===== config.mk =====
export PLATFORM = sky130hd
export DESIGN_NAME = flag_sequencer
export DESIGN_NICKNAME = d
export VERILOG_FILES = /design/src/rtl/flag_sequencer.sv
export SDC_FILE = /design/constraint.sdc
export NUM_CORES = 1
export LEC_CHECK = 0
export ABC_AREA = 1
export BUFFER_PORTS_ARGS = -buffer_cell sky130_fd_sc_hd__buf_2
export CAP_MARGIN = 20
export CORE_MARGIN = 2
export CORE_UTILIZATION = 25
export CTS_BUF_LIST = sky130_fd_sc_hd__clkbuf_2
export DETAILED_ROUTE_END_ITERATION = 7
export PLACE_DENSITY = 0.45
export SKIP_CTS_REPAIR_TIMING = 1
export SLEW_MARGIN = 10
export SYNTH_ARGS = -nofsm -noshare
export SYNTH_HDL_FRONTEND = slang
export SYNTH_SLANG_ARGS = --single-unit
export TNS_END_PERCENT = 50

===== constraint.sdc =====
create_clock -name clk -period 2.35 [get_ports clk]
set_input_delay 0.47 -clock clk [delete_from_list [all_inputs] [get_ports clk]]
set_output_delay 0.47 -clock clk [all_outputs]
set_load 0.005 [all_outputs]

===== src/rtl/flag_sequencer.sv =====
// Flag selector sequencer: debounced next/prev buttons plus timed auto-advance
// drive a wrapping flag index with a one-cycle change strobe.

module flag_sequencer_debounce #(
   parameter int DEBOUNCE_FRAMES = 2
) (
   input  logic clk,
   input  logic reset_i,
   input  logic frame_tick_i,
   input  logic btn_i,
   output logic press_o
);
   typedef enum logic [1:0] {IDLE, PRESS_WAIT, HELD, RELEASE_WAIT} state_e;

   localparam logic [3:0] DEB = 4'(DEBOUNCE_FRAMES);

   logic [1:0] sync_q;
   state_e     state_q;
   logic [3:0] cnt_q;
   logic       press_q;

   // sync_q[1] is the only synchronized view of the button used below
   always_ff @(posedge clk) begin
      if (reset_i) begin
         sync_q  <= '0;
         state_q <= IDLE;
         cnt_q   <= '0;
         press_q <= 1'b0;
      end else begin
         sync_q  <= {sync_q[0], btn_i};
         press_q <= 1'b0;
         if (frame_tick_i) begin
            case (state_q)
               IDLE: if (sync_q[1]) begin
                  if (DEB == 4'd1) begin
                     state_q <= HELD;
                     cnt_q   <= '0;
                     press_q <= 1'b1;
                  end else begin
                     state_q <= PRESS_WAIT;
                     cnt_q   <= 4'd1;
                  end
               end
               PRESS_WAIT: if (!sync_q[1]) begin
                  state_q <= IDLE;
                  cnt_q   <= '0;
               end else if (cnt_q + 4'd1 == DEB) begin
                  state_q <= HELD;
                  cnt_q   <= '0;
                  press_q <= 1'b1;
               end else begin
                  cnt_q <= cnt_q + 4'd1;
               end
               HELD: if (!sync_q[1]) begin
                  if (DEB == 4'd1) begin
                     state_q <= IDLE;
                     cnt_q   <= '0;
                  end else begin
                     state_q <= RELEASE_WAIT;
                     cnt_q   <= 4'd1;
                  end
               end
               RELEASE_WAIT: if (sync_q[1]) begin
                  state_q <= HELD;
                  cnt_q   <= '0;
               end else if (cnt_q + 4'd1 == DEB) begin
                  state_q <= IDLE;
                  cnt_q   <= '0;
               end else begin
                  cnt_q <= cnt_q + 4'd1;
               end
               default: begin
                  state_q <= IDLE;
                  cnt_q   <= '0;
               end
            endcase
         end
      end
   end

   assign press_o = press_q;
endmodule

module flag_sequencer #(
   parameter int DEBOUNCE_FRAMES = 2,
   parameter int HOLD_FRAMES     = 300
) (
   input  logic       clk,
   input  logic       reset,
   input  logic       frame_tick,
   input  logic       btn_next,
   input  logic       btn_prev,
   input  logic       auto_en,
   input  logic [6:0] max,
   output logic [6:0] selector,
   output logic       changed
);
   localparam logic [9:0] HOLD = 10'(HOLD_FRAMES);

   logic       nxt_ev, prv_ev, manual_ev;
   logic       auto_ev_q;
   logic [9:0] auto_cnt_q;
   logic [6:0] sel_q, sel_next, sel_prev;
   logic       chg_q;

   flag_sequencer_debounce #(.DEBOUNCE_FRAMES(DEBOUNCE_FRAMES)) u_db_next (
      .clk(clk), .reset_i(reset), .frame_tick_i(frame_tick), .btn_i(btn_next), .press_o(nxt_ev)
   );
   flag_sequencer_debounce #(.DEBOUNCE_FRAMES(DEBOUNCE_FRAMES)) u_db_prev (
      .clk(clk), .reset_i(reset), .frame_tick_i(frame_tick), .btn_i(btn_prev), .press_o(prv_ev)
   );

   assign manual_ev = nxt_ev | prv_ev;

   always_comb begin
      sel_next = (sel_q >= max) ? 7'd0 : sel_q + 7'd1;
      sel_prev = (sel_q == 7'd0 || sel_q > max) ? max : sel_q - 7'd1;
   end

   // A cancelled next/prev pair still counts as manual: it resets the auto
   // timer and suppresses any auto step landing in the same cycle.
   always_ff @(posedge clk) begin
      if (reset) begin
         auto_cnt_q <= '0;
         auto_ev_q  <= 1'b0;
         sel_q      <= '0;
         chg_q      <= 1'b0;
      end else begin
         auto_ev_q <= 1'b0;
         if (!auto_en || manual_ev) begin
            auto_cnt_q <= '0;
         end else if (frame_tick) begin
            if (auto_cnt_q + 10'd1 == HOLD) begin
               auto_cnt_q <= '0;
               auto_ev_q  <= 1'b1;
            end else begin
               auto_cnt_q <= auto_cnt_q + 10'd1;
            end
         end

         chg_q <= 1'b0;
         if (nxt_ev ^ prv_ev) begin
            sel_q <= nxt_ev ? sel_next : sel_prev;
            chg_q <= 1'b1;
         end else if (!manual_ev && auto_ev_q) begin
            sel_q <= sel_next;
            chg_q <= 1'b1;
         end
      end
   end

   assign selector = sel_q;
   assign changed  = chg_q;
endmodule


==> impl_metrics.csv <==
group,metric,value,unit
detailed_routing,postRouteAntennaNets,0,
power_and_ir_drop,ir_drop,306,uV
sta,slew_headroom,66.8,%
detailed_routing,vias,2169,
status,run_status,"complete, no violations",
power_and_ir_drop,power_density,436,mW/mm^2
setup_path,worst-path-max-fanout,8,
synthesis,synth_warnings,0,
floorplan,io_pins,21,
synthesis,synth_area,0.00237,mm^2
sta,whs,0.267,ns
clock_tree,clock_path_buffers,2,
flow_run,maxCapViolCount,0,
power_and_ir_drop,power.leakage,1.32,nW
setup_path,critPathKind,"reg2reg",
setup_path,required,2.67,ns
detailed_routing,wire_per_inst,10.4,um
global_routing,grt_max_degree,15,
detailed_routing,drt_pre_antenna_iters,4,
synthesis,ys_types,28,
floorplan,dieArea,0.0103,mm^2
place,gp_congestion,0.810,
global_routing,grt_pass1_wl,9.23,mm
layout,drive_gt1_share,12.2,%
detailed_routing,drt-total-wl,5.23,mm
sta,timing.setup.tns,0,ns
sta,fmax,534,MHz
floorplan,initial_core_util,25.8,%
floorplan,die_h,101,um
setup_path,crit_path_end_kind,"flop",
detailed_routing,drt_iter0_drc,70,
layout,finish.utilization,29.3,%
clock_tree,clock-sinks,37,
detailed_routing,vias_per_cell,4.30,
global_routing,track_usage,11.2,%
clock_tree,tritoncts,"yes",
layout,area_growth,13.9,%
clock_tree,cts_root_buffer,"clkbuf_2",
synthesis,synth_seq_cells,37,
clock_tree,cts_made_buffers,5,
synthesis,synth_cells,364,
power_and_ir_drop,p_total,1.18,mW
global_routing,grt_pass1_vias,2071,
global_routing,antenna_found_initial,0,
sta,hold_violations,0,
sta,rsz0062_at_grt,"no",
place,place_hpwl,4.09,mm
global_routing,grt.overflow.total,0,
setup_path,arrival,2.19,ns
hold_path,hold_path_class,"in2reg",
floorplan,die-width,101,um
detailed_routing,post-route-drc-count,0,
sta,final-setup-viol-count,0,
sta,finalCriticalPeriod,1.87,ns
synthesis,syn_nets,393,
synthesis,syn_avg_cell_area,6.51,um^2
floorplan,rows,35,
layout,diodes,0,
sta,fin_skew,0.0202,ns
floorplan,coreArea,0.00920,mm^2
setup_path,startpoint_type,"flop",
sta,tightest_slew,0.497,ns
clock_tree,worstSkewPairLatency,0.37,ns
synthesis,ys_seq_area_share,31.3,%
clock_tree,clk_pin_slew,0.21,ns
clock_tree,cts_max_level,2,
sta,final-max-slew-violation-count,0,
layout,fin_nets,421,
place,io_buffer_count,20,
sta,finalCritPeriodShare,79.6,%
## routing by layer
| metal | vias up | routed length [um] | GRT usage, % |
|---|---|---|---|
| met3 | 4 | 178 | 2.35 |
| met5 | - | 0 | 0 |
| met2 | 39 | 2360 | 19.0 |
| met4 | 0 | 24 | 2.81 |
| li1 | 1207 | - | - |
| met1 | 919 | 2660 | 14.4 |
## where the power goes
group	leakage [nW]	internal (mW)	switching, mW
Combinational	0.979	0.0433	0.0710
Sequential	0.300	0.646	0.0166
Clock	0.0366	0.176	0.222
## cell usage in the layout, fill, tap and decap left out, types with 4 or more instances in the layout
master    Yosys  layout
nor3_1        4       4
a21oi_1      24      24
dfxtp_1      37      37
buf_2         2      20
ha_1         16      16
nor2_1       42      42
nand2_1      80      80
buf_4         0       6
inv_1        60      60
o21ai_0      16      16
nand3_1      37      37
clkbuf_2      0       5
inv_2         4       4
xor2_1       12      12
## cell families after synthesis
group	synth area share [%]
buffers and inverters	11.0
adder cells (fa/ha/maj)	8.45
XOR/XNOR	5.55
flip-flops	31.3
AO/OA/AOI/OAI	10.7
AND/OR/NAND/NOR	33.0
## sequential cells by signal, summed over array words and instances, names as in the netlist, named ones only
| name | flops |
|---|---|
| auto_cnt_q | 10 |
| auto_ev_q | 1 |
| changed | 1 |
| selector | 7 |
| u_db_next.cnt_q | 4 |
| u_db_next.press_o | 1 |
| u_db_next.state_q | 1 |
| u_db_next.sync_q | 2 |
| u_db_prev.cnt_q | 4 |
| u_db_prev.press_o | 1 |
| u_db_prev.state_q | 1 |
| u_db_prev.sync_q | 2 |
## synth_stat cells (all sizes together)
library cell / count / area [um^2]
a21oi: 25 / 129
nand2: 83 / 319
nand3b: 1 / 7.51
dfxtp: 37 / 741
xor2: 12 / 105
nand4: 3 / 18.8
xnor2: 3 / 26.3
and3: 1 / 6.26
clkbuf: 2 / 7.51
o21ai: 19 / 95.1
a211oi: 3 / 22.5
buf: 3 / 13.8
nor3: 5 / 30.0
a22oi: 1 / 7.51
nand3: 39 / 205
nor4: 1 / 6.26
nor2: 46 / 188
ha: 16 / 200
inv: 64 / 240
## critical path, stage by stage (launching register included)
cell and delay [ns]:
dfxtp_1 0.51, ha_1 0.28, nand2_1 0.08, inv_1 0.04, a21oi_1 0.19, nand2_1 0.12, nand2_2 0.15, nand2_2 0.13
nand2_1 0.08, nand3_1 0.09, a21oi_1 0.13
## final cells by class
type / instances / area, um^2
Timing Repair Buffer: 26 / 145
Multi-Input combinational cell: 258 / 1370
Clock buffer: 5 / 25.0
Clock inverter: 3 / 41.3
Inverter: 64 / 240
Fill cell: 1011 / 6500
Sequential cell: 37 / 741
Tap cell: 111 / 139
## through the flow
step,area [um^2],setup WS (ns),std cells
floorplan,2370,0.649,364
detailed placement,2630,0.284,496
global placement,2630,0.289,496
global route,2700,0.255,504
CTS,2700,0.463,504
finish,2700,0.478,504
## path summary, 6_finish.rpt
path / startpoint / to / slack, ns / cells past startpoint
worst max register to register: selector[5] / selector[4] / 0.48 / 10
worst min-delay path: btn_prev / u_db_prev.sync_q[0] / 0.27 / 3
worst min register to register: u_db_prev.sync_q[0] / u_db_prev.sync_q[1] / 0.42 / 2
worst max-delay path: selector[5] / selector[4] / 0.48 / 10
No activity file was read; power rests on OpenSTA's default activity.
